--- src/rtl/muldiv_pkg.sv ---
// Shared encodings and constants for the iterative multiply/divide unit.
package muldiv_pkg;

    localparam int          ITER      = 32;
    localparam logic [31:0] DIV0_QUOT = 32'hFFFF_FFFF;

    typedef enum logic [1:0] {
        OP_MULT  = 2'b00,
        OP_MULTU = 2'b01,
        OP_DIV   = 2'b10,
        OP_DIVU  = 2'b11
    } op_e;

    typedef enum logic [1:0] {
        IDLE = 2'b00,
        RUN  = 2'b01,
        FIX  = 2'b10,
        DONE = 2'b11
    } state_e;

    function automatic logic op_is_div(input logic [1:0] op_v);
        return op_v[1];
    endfunction

    function automatic logic op_is_signed(input logic [1:0] op_v);
        return ~op_v[0];
    endfunction

endpackage

--- src/rtl/muldiv_step.sv ---
// One iteration of the datapath: shift-add for multiply, restoring
// subtract-compare-shift for divide. Purely combinational.
module muldiv_step
    import muldiv_pkg::*;
#(
    parameter int WIDTH = 32
) (
    input  logic               is_div_i,
    input  logic [2*WIDTH-1:0] acc_i,
    input  logic [WIDTH-1:0]   opnd_i,
    output logic [2*WIDTH-1:0] acc_o
);

    logic [WIDTH:0] sum_s;
    logic [WIDTH:0] upper_s;
    logic [WIDTH:0] diff_s;

    // Compute the next accumulator value for a single multiply or divide step.
    always_comb begin
        sum_s   = {1'b0, acc_i[2*WIDTH-1:WIDTH]}
                + (acc_i[0] ? {1'b0, opnd_i} : {(WIDTH+1){1'b0}});
        upper_s = acc_i[2*WIDTH-1:WIDTH-1];
        diff_s  = upper_s - {1'b0, opnd_i};
        if (is_div_i) begin
            // Negative trial difference means the divisor did not fit: restore.
            if (diff_s[WIDTH]) begin
                acc_o = {acc_i[2*WIDTH-2:0], 1'b0};
            end else begin
                acc_o = {diff_s[WIDTH-1:0], acc_i[WIDTH-2:0], 1'b1};
            end
        end else begin
            acc_o = {sum_s, acc_i[WIDTH-1:1]};
        end
    end

endmodule

--- src/rtl/muldiv_unit.sv ---
// Iterative MULT/MULTU/DIV/DIVU unit holding the architectural HI/LO registers.
module muldiv_unit
    import muldiv_pkg::*;
#(
    parameter int WIDTH = 32,
    parameter int ITER  = muldiv_pkg::ITER
) (
    input  logic             clk,
    input  logic             rst,
    input  logic             start,
    input  logic [1:0]       op,
    input  logic [WIDTH-1:0] a,
    input  logic [WIDTH-1:0] b,
    input  logic             mthi,
    input  logic             mtlo,
    input  logic [WIDTH-1:0] wd,
    output logic             busy,
    output logic             done,
    output logic             div_by_zero,
    output logic [WIDTH-1:0] hi,
    output logic [WIDTH-1:0] lo
);

    localparam int CW = $clog2(ITER);

    state_e             state_q, state_d;
    logic [1:0]         op_q, op_d;
    logic [2*WIDTH-1:0] acc_q, acc_d, step_s, prod_s;
    logic [WIDTH-1:0]   opnd_q, opnd_d, a_q, a_d;
    logic [WIDTH-1:0]   hi_q, hi_d, lo_q, lo_d;
    logic [WIDTH-1:0]   quot_s, rem_s, abs_a_s, abs_b_s;
    logic [CW-1:0]      cnt_q, cnt_d;
    logic               negres_q, negres_d, negrem_q, negrem_d;
    logic               dz_q, dz_d;
    logic               busy_q, busy_d, done_q, done_d, dbz_q, dbz_d;
    logic               sgn_s, is_div_s;

    function automatic logic [WIDTH-1:0] magnitude(input logic [WIDTH-1:0] v, input logic sgn);
        return (sgn && v[WIDTH-1]) ? ({WIDTH{1'b0}} - v) : v;
    endfunction

    assign sgn_s    = op_is_signed(op);
    assign abs_a_s  = magnitude(a, sgn_s);
    assign abs_b_s  = magnitude(b, sgn_s);
    assign is_div_s = op_is_div(op_q);

    muldiv_step #(.WIDTH(WIDTH)) u_step (
        .is_div_i (is_div_s),
        .acc_i    (acc_q),
        .opnd_i   (opnd_q),
        .acc_o    (step_s)
    );

    // Sign correction of the raw magnitude result, consumed in FIX.
    always_comb begin
        prod_s = negres_q ? ({(2*WIDTH){1'b0}} - acc_q) : acc_q;
        quot_s = negres_q ? ({WIDTH{1'b0}} - acc_q[WIDTH-1:0]) : acc_q[WIDTH-1:0];
        rem_s  = negrem_q ? ({WIDTH{1'b0}} - acc_q[2*WIDTH-1:WIDTH]) : acc_q[2*WIDTH-1:WIDTH];
    end

    // Next-state, datapath and HI/LO update logic.
    always_comb begin
        state_d  = state_q;
        op_d     = op_q;
        acc_d    = acc_q;
        opnd_d   = opnd_q;
        a_d      = a_q;
        cnt_d    = cnt_q;
        negres_d = negres_q;
        negrem_d = negrem_q;
        dz_d     = dz_q;
        hi_d     = hi_q;
        lo_d     = lo_q;
        case (state_q)
            IDLE: begin
                if (start) begin
                    state_d  = RUN;
                    op_d     = op;
                    a_d      = a;
                    cnt_d    = {CW{1'b0}};
                    negres_d = sgn_s & (a[WIDTH-1] ^ b[WIDTH-1]);
                    negrem_d = sgn_s & a[WIDTH-1];
                    dz_d     = op_is_div(op) && (b == {WIDTH{1'b0}});
                    // Multiply keeps the multiplier in the low half; divide the dividend.
                    if (op_is_div(op)) begin
                        acc_d  = {{WIDTH{1'b0}}, abs_a_s};
                        opnd_d = abs_b_s;
                    end else begin
                        acc_d  = {{WIDTH{1'b0}}, abs_b_s};
                        opnd_d = abs_a_s;
                    end
                end else begin
                    hi_d = mthi ? wd : hi_q;
                    lo_d = mtlo ? wd : lo_q;
                end
            end
            RUN: begin
                acc_d = step_s;
                cnt_d = cnt_q + {{(CW-1){1'b0}}, 1'b1};
                if (cnt_q == CW'(ITER - 1)) begin
                    state_d = FIX;
                end else begin
                    state_d = RUN;
                end
            end
            FIX: begin
                state_d = DONE;
                if (!is_div_s) begin
                    hi_d = prod_s[2*WIDTH-1:WIDTH];
                    lo_d = prod_s[WIDTH-1:0];
                end else if (dz_q) begin
                    hi_d = a_q;
                    lo_d = DIV0_QUOT;
                end else begin
                    hi_d = rem_s;
                    lo_d = quot_s;
                end
            end
            DONE: begin
                state_d = IDLE;
                hi_d    = mthi ? wd : hi_q;
                lo_d    = mtlo ? wd : lo_q;
            end
            default: begin
                state_d = IDLE;
            end
        endcase
        busy_d = (state_d == RUN) || (state_d == FIX);
        done_d = (state_d == DONE);
        dbz_d  = (state_d == DONE) && dz_d;
    end

    // State and datapath registers with synchronous reset.
    always_ff @(posedge clk) begin
        if (rst) begin
            state_q  <= IDLE;
            op_q     <= 2'b00;
            acc_q    <= {(2*WIDTH){1'b0}};
            opnd_q   <= {WIDTH{1'b0}};
            a_q      <= {WIDTH{1'b0}};
            cnt_q    <= {CW{1'b0}};
            negres_q <= 1'b0;
            negrem_q <= 1'b0;
            dz_q     <= 1'b0;
            hi_q     <= {WIDTH{1'b0}};
            lo_q     <= {WIDTH{1'b0}};
            busy_q   <= 1'b0;
            done_q   <= 1'b0;
            dbz_q    <= 1'b0;
        end else begin
            state_q  <= state_d;
            op_q     <= op_d;
            acc_q    <= acc_d;
            opnd_q   <= opnd_d;
            a_q      <= a_d;
            cnt_q    <= cnt_d;
            negres_q <= negres_d;
            negrem_q <= negrem_d;
            dz_q     <= dz_d;
            hi_q     <= hi_d;
            lo_q     <= lo_d;
            busy_q   <= busy_d;
            done_q   <= done_d;
            dbz_q    <= dbz_d;
        end
    end

    assign busy        = busy_q;
    assign done        = done_q;
    assign div_by_zero = dbz_q;
    assign hi          = hi_q;
    assign lo          = lo_q;

endmodule

--- config.mk ---
export PLATFORM = sky130hd
export DESIGN_NAME = muldiv_unit
export DESIGN_NICKNAME = d
export VERILOG_FILES = /design/src/rtl/muldiv_pkg.sv /design/src/rtl/muldiv_step.sv /design/src/rtl/muldiv_unit.sv
export SDC_FILE = /design/constraint.sdc
export NUM_CORES = 1
export LEC_CHECK = 0
export CAP_MARGIN = 40
export CORE_UTILIZATION = 50
export CTS_BUF_LIST = sky130_fd_sc_hd__clkbuf_4
export CTS_CLUSTER_SIZE = 20
export DETAILED_ROUTE_END_ITERATION = 8
export PLACE_DENSITY = 0.73
export SLEW_MARGIN = 25
export SYNTH_ARGS = -nofsm -noshare
export SYNTH_HDL_FRONTEND = slang
export SYNTH_SLANG_ARGS = --single-unit
--- constraint.sdc ---
create_clock -name clk -period 7.5 [get_ports clk]
set_input_delay 1.5 -clock clk [delete_from_list [all_inputs] [get_ports clk]]
set_output_delay 1.5 -clock clk [all_outputs]
set_load 0.01 [all_outputs]
# Word level (Yosys, flattened, before mapping)
# Cells that the tools add are included.
# totals
regBits	207
input_bits	103
out_inout_bits	67
word_cells	76
# op_classes
add_sub_neg	8
n_eq_ne	9
mux	29
bitwise_logic	4
reduce_logical	12
# ops
op	count
two-way mux 32 bit	15
two-way mux 64 bit	4
case mux 32 bit (3 select lines)	2
case mux 64 bit (2 select lines)	1
subtractor 1 x 32 -> 32 bit (first input constant)	4
subtractor 1 x 64 -> 64 bit (first input constant)	1
adder 32 x 33 -> 33 bit	1
subtractor 33 x 32 -> 33 bit	1
logical NOT 32 bit	1
case mux 5 bit (2 select lines)	1
== test 2 bit (second input constant)	4
case mux 2 bit (4 select lines)	1
AND reduction 2 bit	3
adder 5 x 1 -> 5 bit (second input constant)	1
== test 5 bit (second input constant)	1
two-way mux 5 bit	1
== test 2 x 1 -> 1 bit (second input constant)	2
logical AND 1 bit	4
two-way mux 2 bit	2
!= test 2 bit (second input constant)	2
nonzero test 3 bit	1
AND 1 bit	2
logical NOT 2 bit	1
two-way mux 1 bit	2
other kinds (4)	4

# Logic depth before layout (Yosys ltp)
# logic_depth
depth_word	6
ltp_mapped	15
depth_no_buf	14

# Modules after synthesis
# From an unflattened synthesis, not the netlist that was laid out.
# hier_totals
cells_unflattened	2411
hier_area_um2	17620.6
# by_module_without_submodules
module	instances	cells_per_inst	area_each_um2
muldiv_unit	1	1723	12799.8
muldiv_step	1	688	4820.9

# Least setup slack after synthesis
# OpenSTA, ideal clock, no wires.
# synth_path
path_kind	input-to-reg
from	input b[9]
to	register opnd_q[29]
setup_ps	128
arrival_time_ps	3881
required_ps	7372
slack_ps	3491
cell_stages	10
n_path_buf	1
cell_sequence	or4_1 > or4b_1 > clkbuf_1 > nor3_2 > nand3_1 > o31a_1 > xor2_1 > or2_1 > a31oi_1 > nor2_1
# synth_via
elab_chain_len	3
# synth_rtl
item	line	source
start, declared	muldiv_unit.sv:13	input logic [WIDTH-1:0] b,
subtractor 1 x 32 -> 32 bit	muldiv_unit.sv:39	return (sgn && v[WIDTH-1]) ? ({WIDTH{1'b0}} - v) : v;
two-way mux 32 bit	muldiv_unit.sv:39	
two-way mux 32 bit	muldiv_unit.sv:85	if (op_is_div(op)) begin
end signal, assigned	muldiv_unit.sv:139	opnd_q <= {WIDTH{1'b0}};
end signal, assigned	muldiv_unit.sv:154	opnd_q <= opnd_d;
end, declared	muldiv_unit.sv:29	logic [WIDTH-1:0] opnd_q, opnd_d, a_q, a_d;
# Every way passes these cells.
# A chain may end at the register's enable or synchronous reset.

# Worst setup path after layout
# layout_path
from	register acc_q[31]
to	register acc_q[55]
# layout_via
elab_chain_len	4
# layout_rtl
item	line	source
start, declared	muldiv_unit.sv:28	logic [2*WIDTH-1:0] acc_q, acc_d, step_s, prod_s;
start signal, assigned	muldiv_unit.sv:138	acc_q <= {(2*WIDTH){1'b0}};
subtractor 33 x 32 -> 33 bit	muldiv_step.sv:23	diff_s = upper_s - {1'b0, opnd_i};
two-way mux 64 bit	muldiv_step.sv:26	if (diff_s[WIDTH]) begin
two-way mux 64 bit	muldiv_step.sv:24	if (is_div_i) begin
case mux 64 bit (2 select lines)	muldiv_unit.sv:74	case (state_q)
# Every way passes these cells.

==> metrics <==
status finished, final reports clean; R2R cell count 14; #FFs+latches synth ~210; Final Cell Area between 15,000 and 20,000 sq um; Startpoint Class register; via/cell ratio approximately 6.2; XOR/XNOR Fraction of Synth Area 0.1103; most frequent cell after synthesis nand2_1; multiplexer share of the synthesized area 0.07375; Routability Congestion slightly above 1; largest net degree at the start of global routing 96; Static Leak roughly 7.5 nW; mean post-synth cell area around 7.4 sq um; Worst Setup End Kind register; Total GRT Usage 0.3487; sequential share of power 0.395; layout cells sized above 1 0.07712; met3 Use GR 0.07347; Crit path max-delay family compound AO/OA/AOI/OAI gates; H-tree level count 2; Synthesized Nets about 2,400; drt first pass iters 6; CTS tree yes; clk_lat worst skew approximately 740 ps; Post-DP Area around 18,000 sq um; synthesized netlist cell count 2,207; initial core utilization 0.5130; Global Route met2 Usage 0.5426; Async SR Flop Fraction 0; antenna violations before repair 1; Ys Warns 0; Slew HR 0.4055; pwr/cell area around 170 nW/um^2; Layout Cells excl Fill between 2,000 and 3,000; VDD IR-drop max 0.1015 mV; largest area contributor in the synthesized netlist dfxtp_1; fmax ~0.23 GHz; post-synthesis sequential area ratio 0.2521; CTS Sinks just over 200; Netlist cell types 70; number of synthesized flops with an enable pin 0; CP peak stage delay 580 ps; CP Max Fanout 29; IO buf count 169; largest family of logic cells by synthesized area compound AO/OA/AOI/OAI gates; Internal between 2 and 2.5 mW; first-pass GRT wire length a little over 90,000 um; die width between 150 and 200 um; vias in the first global route 15,900; Worst Tran Pin Value ~900 ps; Hold Path Class reg2reg; final setup violation count 0; clock skew approximately 46 ps; Fin Setup TNS 0 ps; via count roughly 17,000; Critical Path, Cell by Cell inv_1 > ha_1 > fa_1 > nand2b_1 > a21oi_1 > o211a_1 > o2111ai_1 > nand3_1 > a31oi_1 > xnor2_2 > buf_4 > mux2_2 > nand2_1 > o211ai_1; critical path class reg2reg; Post-DP HPWL about 45,000 um; Tcrit/Tclk final 0.5770; grt ovf 0; CTS Buf Count between 50 and 60; # DRC 0; CP max stage cell xnor2_2; cts hold-fix bufs 0; die height 182.9 um; worst path bufs/invs 2; Placed Cells between 2,000 and 3,000; core area around 32,000 sq um; NumNets Final 2,475; Clock Path Buffers 3; # IOs 170; die area about 33,000 sq um; DR WL/cell around 21 um; Max Cap Viol 0; post-CTS sizing 0; Yosys top cell area share 0.2521; Core Rows 65; drt total wl about 60,000 um; Iteration-0 DRC Markers 1,950; final worst setup slack approximately 3200 ps; Clk pwr share 0.313; met1 Usage GRT 0.4716; DRT antenna net count 0; combinational power share 0.292; Required @ worst endpoint between 8000 and 9000 ps; top_reg_cell synth dfxtp_1; fillcell total 3,057; Tmin final roughly 4300 ps; synthesized-area fraction occupied by adder cells 0.05600; post-CTS setup buffer count 0; top post-synthesis cells by area dfxtp_1 (25%), nand2_1 (6.4%), xnor2_1 (5.7%); Clock Root Buffer clkbuf_4; cell count along the critical path 14; Min-Delay Path Depth 2; area grow syn2layout 16.26%; Worst-path clk slew approximately 70 ps; Cell Area, Synth approximately 16,000 sq um; WP data arrival 4910 ps; RSZ-0062 raised after global routing false; Synth top cells by count nand2_1 (278), nor2_1 (222), dfxtp_1 (206); final hold vios 0; P_sw 1.135 mW; GRT busiest layer met2; pre-CTS setup slack around 2700 ps; Compound-Gate Fraction of Synth Area 0.2597; switching part of the total power 0.3576; Max Slew Vio Count 0; flop2flop setup slack between 3000 and 4000 ps; Synth Area in Simple Gates 0.1949
[logic make-up after synthesis]
logic type,count (synthesis)
flip-flops,206
adder cells (fa/ha/maj),72
buffers and inverters,229
AND/OR/NAND/NOR,718
AO/OA/AOI/OAI,659
XOR/XNOR,206
multiplexers,117
[area by class of cell]
cell class                 count  area [sq um]  area share
multi-input combinational   1772         11400      0.5993
sequential                   206          4129      0.2171
timing repair buffer         201          2044      0.1075
clock buffer                  83         623.1     0.03277
tap                          435         544.3     0.02862
inverter                      63         236.5     0.01244
clock inverter                 9         40.04    0.002106
antenna                        1         2.502   0.0001316
[stage by stage]
step / util / total power [mW] / hold WS [ps]
after floorplan: - / 1.835 / 431.9
after global placement: 0.5701 / 2.151 / 441.3
after detailed placement: 0.5734 / 2.174 / 445.3
after CTS: 0.5942 / 3.154 / 451.7
after global routing: 0.5965 / 3.320 / 471.5
final: 0.5965 / 3.174 / 455.9
[state kept, by name, indices dropped and copies added, names as in the netlist, 2 cells and up]
register  flops
lo           32
opnd_q       32
hi           32
state_q       2
cnt_q         5
acc_q        64
a_q          32
[power by group through the flow]
| stage | Sequential, mW | Clock (mW) | Combinational [mW] |
|---|---|---|---|
| after detailed placement | 1.27 | 0 | 0.899 |
| after global placement | 1.27 | 0 | 0.881 |
| final | 1.25 | 0.993 | 0.927 |
| after global routing | 1.26 | 1.06 | 1.00 |
| after CTS | 1.25 | 1.00 | 0.903 |
| after floorplan | 1.23 | 0 | 0.601 |
[tightest hold or removal path, cell delays in order (launching register included)]
cell	delay (ps)
dfxtp_1	310
nand2_1	50
a21oi_1	50
[layout by cell type (no fill, tap or decap), types with 24 or more instances in the layout]
cell type,netlist,layout
xnor2_1,107,106
o22ai_1,30,30
buf_4,0,24
a221oi_1,34,34
inv_1,61,61
a311oi_1,27,27
mux2i_1,89,89
o21ai_0,140,140
a211oi_1,52,52
a21oi_1,177,176
nor2_1,222,220
o31ai_1,31,31
mux2_2,28,28
nor3_1,42,41
dfxtp_1,206,204
clkdlybuf4s50_1,0,167
xor2_1,99,99
ha_1,70,70
nand3_1,52,52
nand2_1,278,277
clkbuf_4,0,83
a21o_1,37,37
[worst paths after layout]
kind | endpoint | startpoint
worst max-delay path | acc_q[55]$_SDFFE_PP0P_ | acc_q[31]$_SDFFE_PP0P_
worst min-delay path | opnd_q[26]$_SDFFE_PP0P_ | opnd_q[26]$_SDFFE_PP0P_
worst max register to register | acc_q[55]$_SDFFE_PP0P_ | acc_q[31]$_SDFFE_PP0P_
worst min register to register | opnd_q[26]$_SDFFE_PP0P_ | opnd_q[26]$_SDFFE_PP0P_
[layer usage]
layer | part of all wire | wire length, um
met4 | 0.036 | 2115
met1 | 0.42 | 25180
met2 | 0.44 | 26040
met5 | 0 | 0
met3 | 0.10 | 6115
Note: power is estimated with default switching activity, not from simulation.
